===== config.mk =====
export PLATFORM = sky130hd
export DESIGN_NAME = pwm_demod
export DESIGN_NICKNAME = d
export VERILOG_FILES = /design/src/rtl/pwm_demod.sv
export SDC_FILE = /design/constraint.sdc
export NUM_CORES = 1
export LEC_CHECK = 0
export CORE_ASPECT_RATIO = 0.75
export CORE_MARGIN = 8
export CORE_UTILIZATION = 40
export CTS_CLUSTER_SIZE = 8
export DETAILED_ROUTE_END_ITERATION = 6
export DONT_BUFFER_PORTS = 1
export PLACE_DENSITY = 0.63
export SLEW_MARGIN = 20
export SYNTH_ARGS = -nofsm -noshare
export SYNTH_HDL_FRONTEND = slang
export SYNTH_SLANG_ARGS = --single-unit

===== constraint.sdc =====
create_clock -name clk -period 2.2 [get_ports clk]
set_input_delay 0.11 -clock clk [delete_from_list [all_inputs] [get_ports clk]]
set_output_delay 0.11 -clock clk [all_outputs]
set_load 0.01 [all_outputs]

===== src/rtl/pwm_demod.sv =====
// PWM demodulator: recovers 8-bit sample values from a 256-clock PWM stream.
// Aligns on the PWM rising edge, integrates the high time per period, and flags misalignment.
module pwm_demod #(
   parameter int unsigned PERIOD  = 256,
   parameter int unsigned TIMEOUT = 512
) (
   input  logic       clk,
   input  logic       nrst,
   input  logic       en,
   input  logic       pwm_i,
   output logic [7:0] sample_o,
   output logic       valid_o,
   output logic       locked_o,
   output logic       err_o
);

   localparam int unsigned     TmoW    = $clog2(TIMEOUT);
   localparam logic [7:0]      LastCnt = 8'(PERIOD - 1);
   localparam logic [TmoW-1:0] TmoLast = TmoW'(TIMEOUT - 1);

   typedef enum logic [1:0] {StIdle, StAlign, StMeasure} state_e;

   state_e          state_q, state_d;
   logic            sync1_q, sync1_d;
   logic            pwm_s_q, pwm_s_d;
   logic            pwm_d_q, pwm_d_d;
   logic [7:0]      cnt_q, cnt_d;
   logic [8:0]      acc_q, acc_d;
   logic [TmoW-1:0] tmo_q, tmo_d;
   logic [7:0]      sample_q, sample_d;
   logic            valid_q, valid_d;
   logic            locked_q, locked_d;
   logic            err_q, err_d;

   logic            rise;
   logic [8:0]      acc_sum;
   logic [7:0]      acc_sat;

   assign rise    = pwm_s_q & ~pwm_d_q;
   assign acc_sum = acc_q + {8'd0, pwm_s_q};
   // A full-high period sums to 256, which must clamp to 255.
   assign acc_sat = acc_sum[8] ? 8'hFF : acc_sum[7:0];

   always_comb begin
      sync1_d  = pwm_i;
      pwm_s_d  = sync1_q;
      pwm_d_d  = pwm_s_q;
      state_d  = state_q;
      cnt_d    = cnt_q;
      acc_d    = acc_q;
      tmo_d    = tmo_q;
      sample_d = sample_q;
      valid_d  = 1'b0;
      locked_d = locked_q;
      err_d    = 1'b0;

      if (!en) begin
         state_d  = StIdle;
         cnt_d    = 8'd0;
         acc_d    = 9'd0;
         tmo_d    = '0;
         locked_d = 1'b0;
      end else begin
         case (state_q)
            StIdle: begin
               state_d  = StAlign;
               cnt_d    = 8'd0;
               acc_d    = 9'd0;
               tmo_d    = '0;
               locked_d = 1'b0;
            end
            StAlign: begin
               if (rise) begin
                  // The rise cycle is count 0 and already contributes one high cycle.
                  state_d = StMeasure;
                  cnt_d   = 8'd1;
                  acc_d   = 9'd1;
                  tmo_d   = '0;
               end else if (tmo_q == TmoLast) begin
                  sample_d = {8{pwm_s_q}};
                  valid_d  = 1'b1;
                  tmo_d    = '0;
               end else begin
                  tmo_d = tmo_q + 1'b1;
               end
            end
            StMeasure: begin
               if (rise && (cnt_q != 8'd0)) begin
                  err_d    = 1'b1;
                  locked_d = 1'b0;
                  cnt_d    = 8'd1;
                  acc_d    = 9'd1;
               end else if (cnt_q == LastCnt) begin
                  sample_d = acc_sat;
                  valid_d  = 1'b1;
                  locked_d = 1'b1;
                  cnt_d    = 8'd0;
                  acc_d    = 9'd0;
               end else begin
                  cnt_d = cnt_q + 8'd1;
                  acc_d = acc_sum;
               end
            end
            default: state_d = StIdle;
         endcase
      end
   end

   always_ff @(posedge clk) begin
      if (!nrst) begin
         state_q  <= StIdle;
         sync1_q  <= 1'b0;
         pwm_s_q  <= 1'b0;
         pwm_d_q  <= 1'b0;
         cnt_q    <= 8'd0;
         acc_q    <= 9'd0;
         tmo_q    <= '0;
         sample_q <= 8'd0;
         valid_q  <= 1'b0;
         locked_q <= 1'b0;
         err_q    <= 1'b0;
      end else begin
         state_q  <= state_d;
         sync1_q  <= sync1_d;
         pwm_s_q  <= pwm_s_d;
         pwm_d_q  <= pwm_d_d;
         cnt_q    <= cnt_d;
         acc_q    <= acc_d;
         tmo_q    <= tmo_d;
         sample_q <= sample_d;
         valid_q  <= valid_d;
         locked_q <= locked_d;
         err_q    <= err_d;
      end
   end

   assign sample_o = sample_q;
   assign valid_o  = valid_q;
   assign locked_o = locked_q;
   assign err_o    = err_q;

endmodule


==> impl_metrics.py <==
metrics = {
    "synthesis": {
        "syn_avg_cell_area_um2": 8.494,
        "synthTopCellsByArea": "dfxtp_1 (36%), ha_1 (5.4%), nand2_1 (4.2%)",
        "synth.distinct_cells": 52,
        "synth_top_area_share_pct": 36.13,
        "synth-seq-cells": 42,
        "syn_nets": 288,
        "synth_edf_count": 0,
        "syn_inst": 274,
        "synth_warnings": 0,
        "ys.flop_type": "dfxtp_1",
        "syn_area_um2": 2327,
        "synthArstFlopShare_pct": 0,
        "synth-seq-area-share_pct": 36.13,
        "yosys.area.top_type": "dfxtp_1",
    },
    "pwr": {
        "ir_worst_vdd_mv": 0.2857,
        "clockPowerShare_pct": 36.7,
        "power_density_nw_per_um2": 534.9,
        "p_switching_uw": 332.5,
        "pwr-share-seq_pct": 56.9,
        "pwr-share-comb_pct": 6.4,
        "swShare_pct": 24.63,
        "p_int_mw": 1.017,
        "p_leak_nw": 0.8359,
    },
    "die": {
        "fp.dieH_um": 82.06,
        "rows": 24,
        "start_util_pct": 40.79,
        "dieArea_um2": 8540,
        "die_w_um": 104.1,
        "coreArea_um2": 5705,
        "ioPinCount": 15,
    },
    "timing": {
        "clock_skew_ns": 0.01340,
        "worstMarginPinSlew_ns": 0.6867,
        "rsz0062_at_grt": "no",
        "slew_headroom_pct": 54.22,
        "finalHoldViolCount": 0,
        "tns_ns": 0,
        "fin_crit_sh_pct": 91.28,
        "layout_min_cycle_time_ns": 2.008,
        "slew_viol_final": 0,
        "setup_ws_ns": 0.1919,
        "max_freq_mhz": 498.0,
        "setup_viol": 0,
    },
    "critical_path": {
        "cp-end-kind": "register",
        "cp_max_fo": 14,
        "crit_type": "register to register",
        "worstPathArrival_ns": 2.20,
        "crit_required_ns": 2.39,
        "cp-start-kind": "register",
    },
    "global_route": {
        "grt_use_met2_pct": 19.80,
        "antenna_found_initial": 0,
        "grt_pass1_wl_um": 9749,
        "grt_usage_pct": 13.96,
        "overflow": 0,
        "grt_pass1_vias": 1929,
        "use_met3_pct": 4.154,
        "top_usage_layer": "met1",
        "grt_start_max_net_pins": 18,
        "grtUsageMet1_pct": 20.17,
    },
    "job": {
        "cap_violations": 0,
    },
    "cells_and_area": {
        "layout-drive-gt1-share_pct": 10.11,
        "regArea_um2": 840.8,
        "fin_nets": 290,
        "num_antenna_cells": 0,
        "syn2layout_area_growth_pct": 8.441,
        "finalNonFillerCells": 355,
        "multiInputGateArea_um2": 1359,
        "fill_cells": 574,
    },
    "clock_network": {
        "clk_latency_ns": 0.30,
        "cts_tree": "yes",
        "numCtsBuffers": 5,
        "cts.sinks": 42,
        "cts_buffer_depth": 2,
        "clk_pin_slew_ns": 0.08,
        "cts-root-buf": "clkbuf_8",
        "h-tree-depth": 2,
    },
    "detailed_routing": {
        "routed_wl_um": 5655,
        "first_iter_violations": 239,
        "route.detailed.drc": 0,
        "vias": 2048,
        "drtPass1Iterations": 4,
        "antenna_left": 0,
        "wl_per_cell_um": 15.93,
        "vias_per_cell": 5.769,
    },
    "status": {
        "status": "complete, no violations",
    },
    "worst_hold_path": {
        "hp-class": "primary input to register",
    },
    "place": {
        "portBuffers": 0,
        "gp_congestion": 0.8129,
        "place_worst_setup_slack_ns": 0.2366,
        "dp_cells": 345,
        "hpwlAfterDp_um": 4125,
    },
}
-- routing by layer --
metal  vias up  part of all wire [%]  routed length (µm)
li1       1025                     -                   -
met2        65                    38                2142
met5         -                     0                   0
met1       954                    53                3006
met3         4                   8.5                 478
met4         0                  0.50                  28
-- area by class of cell --
class | count | area share, %
multi-input combinational | 202 | 53.84
sequential | 42 | 33.32
tap | 78 | 3.867
timing repair buffer | 11 | 3.471
clock buffer | 6 | 2.876
inverter | 14 | 2.082
clock inverter | 2 | 0.5454
-- path summary, 6_finish.rpt --
check	from	to	slack [ns]	depth (start not counted)
max	state_q[1]	tmo_q[6]	0.19	6
min	en	sample_o[7]	0.05	2
max reg2reg	state_q[1]	tmo_q[6]	0.19	6
min reg2reg	pwm_s_d	pwm_d_d	0.44	1
-- metrics by stage --
stage               hold WS, ns  area [µm²]  total power, mW  util, %
floorplan                0.2373        2327           0.8489        -
global placement         0.2344        2416           0.8639    42.35
finish                  0.05356        2524            1.350    44.23
global route            0.05320        2524            1.411    44.23
CTS                     0.05437        2522            1.360    44.21
detailed placement       0.2396        2416           0.8646    42.35
-- worst max-delay path, stage by stage (launching register included) --
cell,delay [ns]
dfxtp_1,0.35
inv_1,0.09
ha_1,0.60
nor2_1,0.25
nor4b_1,0.40
xnor2_1,0.16
nor2_1,0.05
-- synth_stat cells (3+ instances only) --
cell       number
a21oi_1        14
a31oi_1         4
a32o_1          3
a32oi_1         5
and2_1          6
buf_2           6
clkbuf_1        8
dfxtp_1        42
ha_1           10
inv_1          14
mux2i_1         5
nand2_1        26
nand3_1        15
nand4_1        14
nor2_1         18
nor3_1          5
o2111ai_1       4
o211ai_1        8
o21ai_0         9
o31ai_1         3
o41ai_1         3
or2_2           3
xnor2_1         6
xor2_1          6
-- cell usage in the layout (no fill, tap or decap), types with 8 or more instances in the layout --
cell type and instances:
ha_1 10, inv_1 14, a21oi_1 14, o21ai_0 9, o211ai_1 8, nor2_1 18, nand2_1 26, buf_4 9
dfxtp_1 42, nand4_1 14, nand3_1 15
-- cell families (layout without fill, tap and decap cells) --
group | count (synthesis) | after routing | share of synthesized area (%)
AOI/OAI and AO/OA | 71 | 71 | 22.53
and+or+nand+nor | 104 | 104 | 23.76
xor gates and xnor gates | 12 | 12 | 4.516
adders and majority gates | 10 | 10 | 5.376
muxes | 5 | 5 | 2.151
buffers and inverters | 30 | 33 | 5.537
DFF | 42 | 42 | 36.13
-- sequential cells by signal, indices dropped and copies added, names as in the netlist --
signal / cells
acc_q: 9
cnt_q: 8
err_o: 1
locked_o: 1
pwm_d_d: 1
pwm_d_q: 1
pwm_s_d: 1
sample_o: 8
state_q: 2
tmo_q: 9
valid_o: 1
-- power by group through the flow --
stage | logic (mW) | registers (mW) | clock network (mW)
final | 0.0861 | 0.768 | 0.496
after global routing | 0.0941 | 0.768 | 0.548
after CTS | 0.0842 | 0.768 | 0.508
after detailed placement | 0.0790 | 0.786 | 0
after global placement | 0.0785 | 0.785 | 0
after floorplan | 0.0632 | 0.786 | 0
-- what timing repair did --
action / 4_1_cts / 5_1_grt
hold endpoints to repair: 11 / 0
hold buffers: 2 / 0
endpoints found under the setup margin: 0 / 1
buffers inserted: 0 / 0
gates resized for setup: 0 / 1
No activity file was read; power rests on OpenSTA's default activity.
